<file path="config.mk">
export PLATFORM = sky130hd
export DESIGN_NAME = serial_deserializer
export DESIGN_NICKNAME = d
export VERILOG_FILES = /design/src/rtl/serial_deserializer.sv
export SDC_FILE = /design/constraint.sdc
export NUM_CORES = 1
export LEC_CHECK = 0
export CORE_AREA = 2 2 47 49
export DETAILED_ROUTE_END_ITERATION = 10
export DIE_AREA = 0 0 49 51
export GPL_TIMING_DRIVEN = 0
export PLACE_DENSITY = 0.86
export REMOVE_ABC_BUFFERS = 1
export SKIP_CTS_REPAIR_TIMING = 1
export SLEW_MARGIN = 20
export SYNTH_ARGS = -nofsm -noshare
export SYNTH_HDL_FRONTEND = slang
export SYNTH_SLANG_ARGS = --single-unit
</file>
<file path="constraint.sdc">
create_clock -name clk -period 1.6 [get_ports clk]
set_input_delay 0.4 -clock clk [delete_from_list [all_inputs] [get_ports clk]]
set_output_delay 0.4 -clock clk [all_outputs]
set_load 0.05 [all_outputs]
</file>
<file path="src/rtl/serial_deserializer.sv">
// Serial-to-parallel word assembler with a single-entry valid/ready output slot
// and a sticky flag for completed words dropped while the slot was still full.
module serial_deserializer #(
  parameter int WIDTH     = 8,
  parameter bit MSB_FIRST = 1'b1
) (
  input  logic                     clk,
  input  logic                     rst,
  input  logic                     clr,
  input  logic                     ser_in,
  input  logic                     ser_en,
  input  logic                     out_ready,
  output logic [WIDTH-1:0]         out_data,
  output logic                     out_valid,
  output logic [$clog2(WIDTH)-1:0] bit_cnt,
  output logic                     overflow
);

  localparam int            CW   = $clog2(WIDTH);
  localparam logic [CW-1:0] LAST = CW'(WIDTH - 1);
  localparam logic [CW-1:0] ONE  = CW'(1);

  typedef enum logic {EMPTY = 1'b0, FULL = 1'b1} slot_t;

  slot_t            state;
  slot_t            state_next;
  logic [WIDTH-1:0] shreg;
  logic [WIDTH-1:0] shreg_next;
  logic [WIDTH-1:0] out_data_next;
  logic [CW-1:0]    bit_cnt_next;
  logic             overflow_next;
  logic             complete;

  // Shift register and bit counter; completion includes the bit sampled now.
  always_comb begin
    shreg_next   = shreg;
    bit_cnt_next = bit_cnt;
    complete     = 1'b0;
    if (ser_en) begin
      if (MSB_FIRST) begin
        shreg_next = {shreg[WIDTH-2:0], ser_in};
      end else begin
        shreg_next = {ser_in, shreg[WIDTH-1:1]};
      end
      if (bit_cnt == LAST) begin
        bit_cnt_next = '0;
        complete     = 1'b1;
      end else begin
        bit_cnt_next = bit_cnt + ONE;
      end
    end else begin
      shreg_next   = shreg;
      bit_cnt_next = bit_cnt;
    end
  end

  // Output slot: a full slot refills without a bubble when the consumer takes it.
  always_comb begin
    state_next    = state;
    out_data_next = out_data;
    overflow_next = overflow;
    case (state)
      EMPTY: begin
        if (complete) begin
          state_next    = FULL;
          out_data_next = shreg_next;
        end else begin
          state_next = EMPTY;
        end
      end
      FULL: begin
        if (out_ready) begin
          if (complete) begin
            out_data_next = shreg_next;
          end else begin
            state_next = EMPTY;
          end
        end else begin
          if (complete) begin
            overflow_next = 1'b1;
          end else begin
            state_next = FULL;
          end
        end
      end
      default: begin
        state_next = EMPTY;
      end
    endcase
  end

  // State registers with async reset and synchronous clear of identical values.
  always_ff @(posedge clk or negedge rst) begin
    if (!rst) begin
      state    <= EMPTY;
      shreg    <= '0;
      bit_cnt  <= '0;
      out_data <= '0;
      overflow <= 1'b0;
    end else if (clr) begin
      state    <= EMPTY;
      shreg    <= '0;
      bit_cnt  <= '0;
      out_data <= '0;
      overflow <= 1'b0;
    end else begin
      state    <= state_next;
      shreg    <= shreg_next;
      bit_cnt  <= bit_cnt_next;
      out_data <= out_data_next;
      overflow <= overflow_next;
    end
  end

  assign out_valid = (state == FULL);

endmodule

</file>
# Yosys cells after proc, flatten, opt, wreduce, memory -nomap -nowiden
# Index checks and enable logic that the tools add are counted.
# totals
input_bits,6
ff_bits,21
out_inout_bits,13
elab_cells,33
# op_classes
eq_ne,3
addsub,1
n_bitwise,1
n_mux,19
reduce_logical,4
# op_table
op,n
2-to-1 mux 8 bit,5
case mux 8 bit (2 select lines),1
2-to-1 mux 1 bit,9
2-to-1 mux 3 bit,3
nonzero test 2 bit,3
"adder 3 x 1 -> 3 bit, second input constant",1
"equality test 3 bit, second input constant",1
"!= test 3 bit, second input constant",1
AND reduction 3 bit,1
"!= test 2 bit, second input constant",1
case mux 1 bit (2 select lines),1
NOT 1 bit,1

# Logic depth before layout (Yosys ltp)
# depth
depth_word,7
mapped_depth,5
mapped_depth_nobuf,5

# Least setup slack after synthesis
# OpenSTA, ideal clock, no wires.
# synth_path
path_kind,register -> register
startpoint,reg bit_cnt[0]
endpoint,reg out_data[0]
setup_slack_ps,-1
arrival_ps,1521
setup_ps,79
synth_period_minus_slack_ps,1601
path_stages_with_launch,6
cell_sequence,dfrtp_1 ha_1 ha_1 nand2_4 nor2_8 mux2i_1
# synth_between
elab_chain_len,7
# synth_rtl
element,line_no,text
"start, declared",15,"output logic [$clog2(WIDTH)-1:0] bit_cnt,"
"start signal, assigned",109,bit_cnt <= bit_cnt_next;
equality test 3 bit (*),45,if (bit_cnt == LAST) begin
2-to-1 mux 1 bit (*),45,
2-to-1 mux 1 bit (*),39,if (ser_en) begin
2-to-1 mux 8 bit (*),n/a,
2-to-1 mux 8 bit,n/a,
case mux 8 bit (2 select lines) (*),n/a,
2-to-1 mux 8 bit (*),n/a,
"end signal, assigned",110,out_data <= out_data_next;
"end, declared",13,"output logic [WIDTH-1:0] out_data,"
# Mark *: on every way between the ends. The rest lies on a longest branch, timed or not. The select of a mux whose other input is x is not followed.
# A chain may end at the register's enable or synchronous reset.

# Final worst setup path
# layout_path
startpoint,reg bit_cnt[0]
endpoint,out bit_cnt[0]
# No word-level cell between the ends.

==> metrics <==
status completed; f_max 0.6481 GHz; share of post-route cells with drive strength above 1 7.292%; Die Y 51 um; routed len/inst ~13 um; Min Hold Slack 0.4992 ns; Initial DRC Count 7; Yosys top cell area share 53.05%; setup TNS 0 ns; most numerous cell in the Yosys netlist dfrtp_1; residual DRC count 0; Crit Path Class reg2out; Layout Skew 0.001564 ns; Synth top cells by count dfrtp_1 (20), mux2i_1 (18), nand2b_1 (16); antenna cell count 0; I/O pins 19; Sw Pwr 202.9 uW; CP bufs+invs 1; latest clock arrival within the worst-skew pair between 0.2 and 0.3 ns; Warnings, synthesis 0; max-cap violations 0; Cells after DPL 120; Area Growth Syn to Fin 26.52%; CP arrival between 1 and 1.5 ns; slowest stage delay, CP about 0.45 ns; crit-path max FO 4; Crit path max-delay family buffers and inverters; Synth Register Bits 20; crit path max-delay cell type dlymetal6s2s_1; Internal Power 688.3 uW; fillers 178; Die W 49 um; Pwr per Cell Area around 750 nW/um2; Area contributors post-synth dfrtp_1 (53%), mux2i_1 (19%), nand2b_1 (11%), nor2_1 (5.2%), ha_1 (2.7%); post-route ant nets 0; min Tclk post-route 1.543 ns; setup ws final 0.05701 ns; NumNets Final 105; combinational fraction of design power roughly a tenth; Post-synth EDFFs 0; post-synthesis sequential area ratio 53.05%; required time worst endpoint 1.20 ns; Total Power 891.2 uW; antenna violations before repair 0; Detailed Route WL 1585 um; row cnt 17; first-pass GRT wire length around 2700 um; CTS clk-pin slew, worst paths 0.10 ns; ys flop type dfrtp_1; Final Setup Violations 0; LEAKAGE around 0.76 nW; largest net degree at the start of global routing 29; sequential share of power around 58%; gr ovfl total 0; Via density 4.806; RD Place Congestion 0.6847; top cell type by total area after synthesis dfrtp_1; clk root buf clkbuf_4; die area 2499 um2; crit-path cells dlymetal6s2s_1; DP HPWL 1061 um; Vias 596; GR Util All Layers 14.24%; CP Capture Type output pin; port bufs 18; crit path launch type register; Mapped Area 943.4 um2; Max Buffers Root-to-Sink 2; Synth Area per Inst 11.94 um2; Worst Tran Pin Value 0.8888 ns; htree depth 1; Netlist cell types 13; Num Clock Sinks 20; Initial Utilization a little under half; Async SR Flop Fraction 100.0%; worst hold path type reg2reg; Cell Count, Final, Fillers Out 124; Slew HR 40.56%; Switching Fraction 22.76%; vias in the first global route approximately 630; max-slew violations 0; clock share of power 31.6%; TritonCTS Buffers 3; endpoints failing hold 0; period utilisation layout 96.44%; drt first pass iters 4; Mapped Cells roughly 80; worst ir drop on vdd 0.6607 mV; core area just over 2000 um2; CTS tree yes; pre-CTS WS -0.4393 ns
-- per-stage QoR --
stage                     cell area (um2)  util, %
final                                1194    57.85
after global routing                 1194    57.85
after CTS                            1159    56.16
after detailed placement             1122    54.40
after global placement               1122    54.40
after floorplan                     907.1        -
-- registers in the layout, indices dropped and copies added, names as in the netlist --
signal     cells
overflow       1
shreg          7
out_data       8
bit_cnt        3
out_valid      1
-- cell families (layout without fill, tap and decap cells) --
logic type,count (synthesis),in the layout,share of synthesized area (%)
AO/OA/AOI/OAI,2,2,1.194
multiplexers,18,18,19.10
buffers and inverters,5,22,3.846
AND/OR/NAND/NOR,32,32,20.16
adder cells (fa/ha/maj),2,2,2.652
flip-flops,20,20,53.05
-- metal layers --
metal	routed length, um	global-route usage (%)	part of all wire [%]
met3	51	2.632	3.2
met4	10	5.714	0.63
met2	797	24.66	50
met5	0	0	0
met1	726	17.69	46
-- cell type report --
class                   instances  area (um2)  share of cell area (%)
clock buffers                   4       36.28                   3.040
flip-flops and latches         20       500.5                   41.93
well taps                      28       35.03                   2.935
multi-input cells              54       406.6                   34.07
repair buffers                 18       215.2                   18.03
-- power by group through the flow --
| stage | Clock, mW | Combinational [mW] | Sequential, mW |
|---|---|---|---|
| final | 0.281 | 0.0904 | 0.519 |
| after floorplan | 0 | 0.0249 | 0.544 |
| after global routing | 0.313 | 0.0988 | 0.521 |
| after CTS | 0.294 | 0.0913 | 0.519 |
| after detailed placement | 0 | 0.0911 | 0.529 |
| after global placement | 0 | 0.0880 | 0.529 |
-- final timing paths --
check,from,end,slack (ns),depth (start not counted)
max in group asynchronous,rst,out_data[0],0.46,1
min in group asynchronous,rst,out_data[2],0.60,1
hold reg to reg,overflow,overflow,0.50,2
hold / removal,overflow,overflow,0.50,2
setup reg to reg,bit_cnt[0],out_data[3],0.16,5
setup / recovery,bit_cnt[0],bit_cnt[0],0.06,1
-- layout by cell type, fill, tap and decap left out --
cell type        count
ha_1                 2
a21oi_1              1
nand2b_1            16
nor2_8               1
dfrtp_1             20
clkdlybuf4s50_1      4
dlymetal6s2s_1      14
clkbuf_4             3
and2b_4              1
nand2_4              1
nor2_1              13
mux2i_1             18
a31oi_1              1
clkbuf_8             1
Note: power is estimated with default switching activity, not from simulation.
